===== src/rtl/fir_bank_engine_if.sv =====
// Signal bundle between the audio source, the coefficient lookup and the shared-MAC FIR engine.
// The engine takes the slave view; the source/lookup side takes the master view.
interface fir_bank_engine_if #(
   parameter int DATA_W  = 8,
   parameter int COEFF_W = 10,
   parameter int TAPS    = 31,
   parameter int MODE_W  = 2
);
   localparam int IDX_W = (TAPS > 1) ? $clog2(TAPS) : 1;

   logic        [MODE_W-1:0]  mode;
   logic                      ready;
   logic signed [DATA_W-1:0]  audio_in;
   logic        [MODE_W-1:0]  coeff_mode;
   logic        [IDX_W-1:0]   coeff_idx;
   logic signed [COEFF_W-1:0] coeff;
   logic signed [DATA_W-1:0]  audio_out;
   logic                      done;
   logic                      busy;
   logic        [MODE_W-1:0]  active_mode;
   logic                      overrun;
   logic                      overrun_clr;

   modport slave (
      input  mode, ready, audio_in, coeff, overrun_clr,
      output coeff_mode, coeff_idx, audio_out, done, busy, active_mode, overrun
   );

   modport master (
      output mode, ready, audio_in, coeff, overrun_clr,
      input  coeff_mode, coeff_idx, audio_out, done, busy, active_mode, overrun
   );
endinterface


===== src/rtl/fir_bank_engine.sv =====
// Multi-bank FIR filter built around one time-multiplexed MAC; one output per TAPS+1 cycles.
// i_reset is synchronous and active-low.
module fir_bank_engine #(
   parameter int DATA_W          = 8,
   parameter int COEFF_W         = 10,
   parameter int TAPS            = 31,
   parameter int NUM_MODES       = 4,
   parameter int MODE_W          = 2,
   parameter int ACC_W           = 24,
   parameter int OUT_SHIFT       = 10,
   parameter int CLEAR_ON_SWITCH = 1
) (
   input  logic             i_clock,
   input  logic             i_reset,
   fir_bank_engine_if.slave bus
);
   localparam int IDX_W  = (TAPS > 1) ? $clog2(TAPS) : 1;
   localparam int PROD_W = DATA_W + COEFF_W;
   localparam logic [IDX_W-1:0] LAST_IDX = IDX_W'(TAPS - 1);
   localparam logic [IDX_W-1:0] TAPS_IDX = IDX_W'(TAPS);
   localparam logic signed [ACC_W:0] RND =
      (OUT_SHIFT > 0) ? ((ACC_W+1)'(1) << ((OUT_SHIFT > 0) ? OUT_SHIFT - 1 : 0)) : '0;
   localparam logic signed [ACC_W:0] SAT_MAX = (ACC_W+1)'((1 << (DATA_W - 1)) - 1);
   localparam logic signed [ACC_W:0] SAT_MIN = (ACC_W+1)'(-(1 << (DATA_W - 1)));

   if (NUM_MODES > (1 << MODE_W)) begin : g_bad_modes
      $error("NUM_MODES does not fit in MODE_W bits");
   end
   if (ACC_W < PROD_W + IDX_W) begin : g_bad_acc
      $error("ACC_W too narrow for TAPS full-precision products");
   end

   function automatic logic signed [ACC_W:0] round_shift(input logic signed [ACC_W-1:0] a);
      logic signed [ACC_W:0] t;
      t = $signed({a[ACC_W-1], a}) + RND;
      return t >>> OUT_SHIFT;
   endfunction

   function automatic logic signed [DATA_W-1:0] saturate(input logic signed [ACC_W:0] v);
      if (v > SAT_MAX)      return SAT_MAX[DATA_W-1:0];
      else if (v < SAT_MIN) return SAT_MIN[DATA_W-1:0];
      else                  return v[DATA_W-1:0];
   endfunction

   typedef enum logic [1:0] {S_IDLE, S_CLEAR, S_MAC, S_OUT} state_t;

   state_t                    r_state;
   logic signed [DATA_W-1:0]  r_hist [TAPS];
   logic        [IDX_W-1:0]   r_wr_ptr;
   logic        [IDX_W-1:0]   r_idx;
   logic        [IDX_W-1:0]   r_clr_idx;
   logic signed [ACC_W-1:0]   r_acc;
   logic signed [DATA_W-1:0]  r_hold;
   logic signed [DATA_W-1:0]  r_audio_out;
   logic                      r_done;
   logic                      r_busy;
   logic                      r_overrun;
   logic        [MODE_W-1:0]  r_active_mode;

   logic        [IDX_W-1:0]   w_rd_idx;
   logic        [IDX_W-1:0]   w_wr_ptr_nxt;
   logic signed [DATA_W-1:0]  w_hist_rd;
   logic signed [PROD_W-1:0]  w_prod;
   logic signed [ACC_W-1:0]   w_acc_nxt;
   logic                      w_accept;

   // Tap i reads the sample written i accepts ago: hist[(wr_ptr - i) mod TAPS].
   always_comb begin
      w_rd_idx = '0;
      if (r_wr_ptr >= r_idx) w_rd_idx = r_wr_ptr - r_idx;
      else                   w_rd_idx = r_wr_ptr + TAPS_IDX - r_idx;
   end

   assign w_hist_rd    = r_hist[w_rd_idx];
   assign w_prod       = bus.coeff * w_hist_rd;
   assign w_acc_nxt    = r_acc + $signed({{(ACC_W-PROD_W){w_prod[PROD_W-1]}}, w_prod});
   assign w_wr_ptr_nxt = (r_wr_ptr == LAST_IDX) ? '0 : r_wr_ptr + 1'b1;
   assign w_accept     = bus.ready & ~r_busy;

   always_ff @(posedge i_clock) begin
      if (!i_reset) begin
         r_state       <= S_IDLE;
         r_wr_ptr      <= '0;
         r_idx         <= '0;
         r_clr_idx     <= '0;
         r_acc         <= '0;
         r_audio_out   <= '0;
         r_done        <= 1'b0;
         r_busy        <= 1'b0;
         r_overrun     <= 1'b0;
         r_active_mode <= '0;
         for (int t = 0; t < TAPS; t++) r_hist[t] <= '0;
      end else begin
         r_done <= 1'b0;

         // A set in the same cycle as a clear wins.
         if (bus.ready && r_busy)  r_overrun <= 1'b1;
         else if (bus.overrun_clr) r_overrun <= 1'b0;

         case (r_state)
            S_IDLE, S_OUT: begin
               if (w_accept) begin
                  r_active_mode <= bus.mode;
                  r_busy        <= 1'b1;
                  if (CLEAR_ON_SWITCH != 0 && bus.mode != r_active_mode) begin
                     r_hold    <= bus.audio_in;
                     r_clr_idx <= '0;
                     r_state   <= S_CLEAR;
                  end else begin
                     r_hist[r_wr_ptr] <= bus.audio_in;
                     r_acc            <= '0;
                     r_idx            <= '0;
                     r_state          <= S_MAC;
                  end
               end else begin
                  r_state <= S_IDLE;
               end
            end
            S_CLEAR: begin
               r_hist[r_clr_idx] <= '0;
               if (r_clr_idx == LAST_IDX) begin
                  // Later assignment wins when wr_ptr is the last entry being zeroed.
                  r_hist[r_wr_ptr] <= r_hold;
                  r_acc            <= '0;
                  r_idx            <= '0;
                  r_state          <= S_MAC;
               end else begin
                  r_clr_idx <= r_clr_idx + 1'b1;
               end
            end
            S_MAC: begin
               r_acc <= w_acc_nxt;
               if (r_idx == LAST_IDX) begin
                  r_wr_ptr    <= w_wr_ptr_nxt;
                  r_audio_out <= saturate(round_shift(w_acc_nxt));
                  r_done      <= 1'b1;
                  r_busy      <= 1'b0;
                  r_idx       <= '0;
                  r_state     <= S_OUT;
               end else begin
                  r_idx <= r_idx + 1'b1;
               end
            end
            default: r_state <= S_IDLE;
         endcase
      end
   end

   assign bus.coeff_mode  = r_active_mode;
   assign bus.coeff_idx   = r_idx;
   assign bus.audio_out   = r_audio_out;
   assign bus.done        = r_done;
   assign bus.busy        = r_busy;
   assign bus.active_mode = r_active_mode;
   assign bus.overrun     = r_overrun;
endmodule


===== src/flat_wrapper.sv =====
// flat-port wrapper written by rule: the top's interface ports become plain ports
module fir_bank_engine_flat 
#(
   parameter int DATA_W          = 8,
   parameter int COEFF_W         = 10,
   parameter int TAPS            = 31,
   parameter int NUM_MODES       = 4,
   parameter int MODE_W          = 2,
   parameter int ACC_W           = 24,
   parameter int OUT_SHIFT       = 10,
   parameter int CLEAR_ON_SWITCH = 1
)
  (i_clock, i_reset, bus_mode, bus_ready, bus_audio_in, bus_coeff, bus_overrun_clr, bus_coeff_mode, bus_coeff_idx, bus_audio_out, bus_done, bus_busy, bus_active_mode, bus_overrun);
  fir_bank_engine_if #(.DATA_W(DATA_W), .COEFF_W(COEFF_W), .TAPS(TAPS), .MODE_W(MODE_W)) bus_i ();
  input  logic i_clock;
  input  logic i_reset;
  input wire logic [$bits(bus_i.mode)-1:0] bus_mode;
  input wire logic [$bits(bus_i.ready)-1:0] bus_ready;
  input wire logic [$bits(bus_i.audio_in)-1:0] bus_audio_in;
  input wire logic [$bits(bus_i.coeff)-1:0] bus_coeff;
  input wire logic [$bits(bus_i.overrun_clr)-1:0] bus_overrun_clr;
  output wire logic [$bits(bus_i.coeff_mode)-1:0] bus_coeff_mode;
  output wire logic [$bits(bus_i.coeff_idx)-1:0] bus_coeff_idx;
  output wire logic [$bits(bus_i.audio_out)-1:0] bus_audio_out;
  output wire logic [$bits(bus_i.done)-1:0] bus_done;
  output wire logic [$bits(bus_i.busy)-1:0] bus_busy;
  output wire logic [$bits(bus_i.active_mode)-1:0] bus_active_mode;
  output wire logic [$bits(bus_i.overrun)-1:0] bus_overrun;
  assign bus_i.mode = bus_mode;
  assign bus_i.ready = bus_ready;
  assign bus_i.audio_in = bus_audio_in;
  assign bus_i.coeff = bus_coeff;
  assign bus_i.overrun_clr = bus_overrun_clr;
  assign bus_coeff_mode = bus_i.coeff_mode;
  assign bus_coeff_idx = bus_i.coeff_idx;
  assign bus_audio_out = bus_i.audio_out;
  assign bus_done = bus_i.done;
  assign bus_busy = bus_i.busy;
  assign bus_active_mode = bus_i.active_mode;
  assign bus_overrun = bus_i.overrun;
  fir_bank_engine #(.DATA_W(DATA_W), .COEFF_W(COEFF_W), .TAPS(TAPS), .NUM_MODES(NUM_MODES), .MODE_W(MODE_W), .ACC_W(ACC_W), .OUT_SHIFT(OUT_SHIFT), .CLEAR_ON_SWITCH(CLEAR_ON_SWITCH)) u_core (.i_clock(i_clock), .i_reset(i_reset), .bus(bus_i));
endmodule

===== config.mk =====
export PLATFORM = sky130hd
export DESIGN_NAME = fir_bank_engine_flat
export DESIGN_NICKNAME = d
export VERILOG_FILES = /design/src/rtl/fir_bank_engine_if.sv /design/src/rtl/fir_bank_engine.sv /design/src/flat_wrapper.sv
export SDC_FILE = /design/constraint.sdc
export NUM_CORES = 1
export LEC_CHECK = 0
export CORE_MARGIN = 2
export CORE_UTILIZATION = 60
export DETAILED_ROUTE_END_ITERATION = 7
export GPL_TIMING_DRIVEN = 0
export MAX_ROUTING_LAYER = met4
export PLACE_DENSITY_LB_ADDON = 0.05
export SETUP_SLACK_MARGIN = 0.4
export SYNTH_ARGS = -nofsm -noshare
export SYNTH_HDL_FRONTEND = slang
export SYNTH_SLANG_ARGS = --single-unit

===== constraint.sdc =====
create_clock -name i_clock -period 9.3 [get_ports i_clock]
set_clock_uncertainty 0.05 [all_clocks]
set_input_delay 1.395 -clock i_clock [delete_from_list [all_inputs] [get_ports i_clock]]
set_output_delay 1.395 -clock i_clock [all_outputs]
set_load 0.03 [all_outputs]

==> results.cfg, run 1 <==
[worst_hold_path]
min_path_cells = 2
min_from = u_core.r_acc[9]
hold_class = reg2reg
hold_end = u_core.r_acc[9]

[cells_and_area]
stdcell_area_sq_um = 23600
utilization = 0.724
drive_gt1_frac = 0.125
antennaDiodeCount = 0
syn_to_final_growth_pct = 19.0
fin_nets = 2805

[placement]
dp_hpwl_um = 51900
gp_congestion = 1.10
post_dp_cell_area_sq_um = 20800
place_ws_ns = -1.29
io_buffer_count = 43

[timing]
fin_ws_ns = 0.341
fmax_mhz = 112
slew_headroom = 0.0258
period_needed_ns = 8.96
worstMarginPinSlew_ns = 1.42
setup_viol = 0
rsz0062_at_grt = yes
hold_viol_final = 0
period_share = 0.963
slew_viol_final = 0

[clock_tree]
clk_pin_slew_ns = 0.06
htree_levels = 2
cts_tree = built
clock_sinks = 318
numCtsBuffers = 34
root_buffer = clkbuf_16
clk-insertion-delay-late_ns = 0.54
cts_buffer_depth = 3

[grt]
grt_max_degree = 15
met1_usage = 0.591
overflow = 0
grt_pass1_vias = 18300
grt-busiest-layer = met1
antenna_found_initial = 2
grt_util_met3 = 0.118
grt_pass1_wl_um = 108000
met2_usage = 0.578
grt_use_total = 0.431

[yosys]
synth_nets = 2646
ys_seq_area_frac = 0.325
synth-seq-cells = 318
yosysWarnings = 0
avgSynthCellArea_sq_um = 8.13
async_flop_share = 0
synth_edf_count = 8
synthFlopType = dfxtp_1
synth_area_sq_um = 19800
netlist_instances = 2437
synth_cell_types = 89

[setup_path]
endpoint_kind = flop
critical_path_required_ns = 9.72
crit_fanout = 10
r2r_start = u_core.bus.coeff_idx[0]
r2r-end = u_core.bus.audio_out[1]
start_kind = flop
critPathSlowestCell = fa_1
arrival_ns = 9.38
crit_path_frequent_cell = fa_1
crit_path_start = u_core.bus.coeff_idx[0]
r2r_setup_slack_ns = 0.34
crit_type = reg2reg
rr_worst_depth = 37
critical-path-max-stage-delay_ns = 0.55

[detailed_routing]
drt-initial-drc-count = 2681
ant_nets = 0
via_count = 19900
drc = 1
viasPerCell = 6.51
wl_per_cell_um = 24.1
dr.pass1.iters = 8
routed_wl_um = 73900

[floorplan]
start_util = 0.609
fp.dieH_um = 186
ios = 44
dieArea_sq_um = 34500
die_x_um = 186
fp.coreArea_sq_um = 32500
rows = 66

[run_status]
status = complete, but fails checks
violations = design-rule violations

[run]
maxCapViolations = 0
[Yosys cell counts, drive strengths merged (3+ instances only)]
cell type | instances | area (sq um)
a22oi | 17 | 128
o31ai | 6 | 50.1
xnor2 | 33 | 312
o221ai | 3 | 38.8
mux2i | 85 | 858
inv | 115 | 432
nor2b | 5 | 31.3
dfxtp | 310 | 6210
clkbuf | 127 | 479
nand3 | 40 | 205
nand4 | 40 | 275
and4 | 3 | 31.3
a21o | 11 | 83.8
and2 | 61 | 384
and3 | 5 | 31.3
a211oi | 14 | 120
nand2 | 125 | 472
a221o | 6 | 60.1
buf | 35 | 220
nor3 | 14 | 81.3
o2111ai | 4 | 35.0
ha | 72 | 901
o21ai | 30 | 158
nand3b | 3 | 22.5
a31oi | 247 | 1570
edfxtp | 8 | 240
a21oi | 54 | 278
o22ai | 82 | 513
fa | 113 | 2260
nor2 | 684 | 2570
or3 | 5 | 31.3
xor2 | 17 | 156
nor3b | 7 | 62.6
nand2b | 10 | 62.6
nor4 | 10 | 92.6
o211ai | 5 | 57.6
[layer usage]
metal	part of all wire	vias to the layer above	wire length (um)
met2	0.40	1374	29600
met5	0	-	0
met3	0.14	337	10200
li1	-	8736	-
met4	0.062	0	4560
met1	0.40	9470	29500
[timing repair]
item | 4_1_cts | 5_1_grt
hold buffers | 0 | 0
cloned | 1 | 0
resized for setup | 114 | 123
setup buffers | 36 | 43
pin swaps | 32 | 76
hold endpoints to repair | 0 | 0
setup endpoints to repair | 22 | 10
[stage by stage]
stage / std cells / hold WS, ns / TNS, ns
after floorplan: 2437 / 0.382 / 0
after global placement: 2922 / 0.392 / -10.73
after detailed placement: 2922 / 0.398 / -12.52
after CTS: 3018 / 0.406 / 0
after global routing: 3061 / 0.431 / 0
final: 3061 / 0.411 / 0
[how the worst max path moves through the flow]
stage,to,slack (ns),depth (start not counted)
after CTS,u_core.bus.audio_out[6],0.40,34
final,u_core.bus.audio_out[1],0.34,37
after global routing,u_core.bus.audio_out[6],0.20,37
after floorplan,u_core.bus.audio_out[6],0.51,31
after global placement,u_core.bus.audio_out[6],-1.19,30
after detailed placement,u_core.bus.audio_out[6],-1.29,30
[critical path, delay by kind of cell, from the launching register on]
kind | cells | cell delay (ns)
xor gates and xnor gates | 1 | 0.15
buffers and inverters | 10 | 1.14
adders and majority gates | 7 | 3.14
and+or+nand+nor | 7 | 1.72
AOI/OAI and AO/OA | 12 | 2.31
DFF | 1 | 0.37
[layout make-up]
class | instances | area [sq um]
Buffer | 162 | 850
Clock buffer | 48 | 975
Clock inverter | 11 | 164
Fill cell | 2547 | 8970
Inverter | 115 | 447
Multi-Input combinational cell | 1842 | 13000
Sequential cell | 318 | 6460
Tap cell | 442 | 553
Timing Repair Buffer | 123 | 1160
[cell families after synthesis]
logic type	synth area share
XOR/XNOR	0.0236
buffers and inverters	0.0571
AND/OR/NAND/NOR	0.224
adder cells (fa/ha/maj)	0.160
flip-flops	0.325
multiplexers	0.0439
AO/OA/AOI/OAI	0.166
[placed cells by master (no fill, tap or decap), drive strengths merged, types with 17 or more instances in the layout]
master,Yosys,final
nor2,684,684
dfxtp,310,310
a31oi,247,247
clkbuf,127,176
nand2,125,125
inv,115,114
buf,35,114
fa,113,113
mux2i,85,85
o22ai,82,82
ha,72,72
and2,61,61
a21oi,54,54
clkdlybuf4s50,0,43
nand3,40,40
nand4,40,40
xnor2,33,33
o21ai,30,30
xor2,17,17
a22oi,17,17
[registers in the layout, indices dropped and copies added, names as in the netlist]
| signal | count |
|---|---|
| u_core.r_acc | 24 |
| u_core.bus.done | 1 |
| u_core.r_state | 2 |
| u_core.bus.active_mode | 2 |
| u_core.r_wr_ptr | 5 |
| u_core.bus.coeff_idx | 5 |
| u_core.r_hist | 256 |
| u_core.r_clr_idx | 5 |
| u_core.bus.busy | 1 |
| u_core.r_hold | 8 |
| u_core.bus.audio_out | 8 |
| u_core.bus.overrun | 1 |
Power of run 1 is not shown: default switching activity piles up to over one toggle a cycle in this logic, so the estimate is an artifact.
==> run 2, diff against run 1 <==
Settings changed: ABC_AREA from default to 1.
==> results.cfg, run 2 <==
[placement]
place_inst = 3473
gp_congestion = 1.08
post_dp_cell_area_sq_um = 21600
io_buffer_count = 43
dp_hpwl_um = 54000

[timing]
hold_viol_final = 0
slew_viol_final = 0
slew_headroom = 0.345
fmax_mhz = 116
period_needed_ns = 8.60
worstMarginPinSlew_ns = 0.983
setup_viol = 0
rsz0062_at_grt = no
period_share = 0.925

[detailed_routing]
viasPerCell = 5.95
dr.pass1.iters = 6
drc = 0
via_count = 21200
wl_per_cell_um = 20.5
routed_wl_um = 73100
ant_nets = 0
drt-initial-drc-count = 2890

[run_status]
status = complete, no violations

[cells_and_area]
final_common_cell = nand2_1
top_regs = u_core.r_hist (256), u_core.r_acc (24)
largest-register = u_core.r_hist
fin_nets = 3299
largest_register_ffs = 256
stdcell_area_sq_um = 23400
antennaDiodeCount = 0
syn_to_final_growth_pct = 13.6
layout_common_cells = 1032 x nand2_1, 314 x nand3_1, 309 x dfxtp_1, 295 x inv_1, 283 x a21oi_1
drive_gt1_frac = 0.0899
nFillCells = 2930
utilization = 0.695
final_cells = 3563

[grt]
grt_pass1_wl_um = 110000
grt_pass1_vias = 19400
overflow = 0
antenna_found_initial = 0
grt_use_total = 0.412
grt_max_degree = 13

[clock_tree]
cts_buffer_depth = 3
htree_levels = 2
clock_sinks = 318
clk_pin_slew_ns = 0.06
cts_tree = built
numCtsBuffers = 36
root_buffer = clkbuf_16
clk-insertion-delay-late_ns = 0.55

[yosys]
synth_edf_count = 8
synth_commonest_cells = 1060 x nand2_1, 327 x nand3_1, 310 x dfxtp_1, 299 x inv_1, 284 x a21oi_1
yosysWarnings = 0
yosysMostFrequentCell = nand2_1
netlist_instances = 2981
async_flop_share = 0
synth_cell_types = 44
ys_seq_area_frac = 0.313
synth_nets = 3190
yosys.area.top_type = dfxtp_1
ys_top_cells_by_area = dfxtp_1 30%, nand2_1 19%, fa_1 11%, nand3_1 7.9%, a21oi_1 6.9%
avgSynthCellArea_sq_um = 6.91
synth_area_sq_um = 20600
synth-seq-cells = 318
yosysTopAreaCellShare = 0.301
synthFlopType = dfxtp_1

[setup_path]
crit_path_frequent_cell = nand2_1
arrival_ns = 8.99
crit_type = reg2reg
critPathSlowestCell = fa_1
start_kind = flop
endpoint_kind = flop
critical_path_required_ns = 9.69
crit_path_start = u_core.r_wr_ptr[2]
crit_fanout = 10
r2r_start = u_core.r_wr_ptr[2]
critical-path-max-stage-delay_ns = 0.56

[floorplan]
fp.dieH_um = 189
ios = 44
dieArea_sq_um = 35800
start_util = 0.612
die_x_um = 189
fp.coreArea_sq_um = 33700
rows = 67

[worst_hold_path]
hold_class = reg2reg
min_from = u_core.r_hist[26][6]

[run]
maxCapViolations = 0
==> run 2: per-layer routing <==
| metal | vias to the layer above | track usage | wire length, um |
|---|---|---|---|
| met4 | 0 | 0.143 | 3300 |
| met1 | 9916 | 0.555 | 29600 |
| met3 | 212 | 0.124 | 9860 |
| li1 | 9756 | - | - |
| met5 | - | - | 0 |
| met2 | 1332 | 0.587 | 30300 |
==> run 2: logic make-up (layout without fill, tap and decap cells) <==
kind of cell,after synthesis,in the layout,synth area share
DFF,318,318,0.313
buffers and inverters,416,548,0.0833
adders and majority gates,185,185,0.153
xor gates and xnor gates,17,17,0.00722
AOI/OAI and AO/OA,355,355,0.0933
and+or+nand+nor,1690,1692,0.350
==> run 2: final timing paths <==
kind	to	slack (ns)	cells past startpoint
setup / recovery	u_core.bus.audio_out[4]	0.70	44
setup reg to reg	u_core.bus.audio_out[4]	0.70	44
hold reg to reg	u_core.r_hist[26][6]	0.41	2
hold / removal	u_core.r_hist[26][6]	0.41	2
==> run 2: critical path: cells and delay by family, from the launching register on <==
family / cells / cell delay, ns
DFF: 1 / 0.48
and+or+nand+nor: 23 / 2.79
AOI/OAI and AO/OA: 5 / 0.90
adders and majority gates: 7 / 3.19
buffers and inverters: 9 / 1.06
==> run 2: what timing repair did <==
item,4_1_cts,5_1_grt
gates resized for setup,36,126
gates cloned,0,2
endpoints found under the hold margin,0,0
hold buffers,0,0
setup buffers,7,18
setup endpoints to repair,8,8
pin swaps,2,19
==> run 2: final cells by class <==
| type | instances | area [sq um] | area share |
|---|---|---|---|
| inverters | 314 | 1200 | 0.0512 |
| repair buffers | 69 | 629 | 0.0269 |
| clock buffers | 52 | 1030 | 0.0441 |
| well taps | 448 | 561 | 0.0239 |
| clock inverters | 11 | 110 | 0.00470 |
| flip-flops and latches | 318 | 6450 | 0.275 |
| multi-input cells | 2249 | 12800 | 0.545 |
| plain buffers | 102 | 669 | 0.0286 |
==> run 2: through the flow <==
step                worst slack, ns  setup TNS [ns]  hold slack [ns]
detailed placement           -0.488           -3.32            0.402
finish                        0.701               0            0.413
CTS                           0.433               0            0.411
global route                  0.359               0            0.424
global placement             -0.402           -2.61            0.397
floorplan                      1.35               0            0.391
Power of run 2 is left out for the same reason.
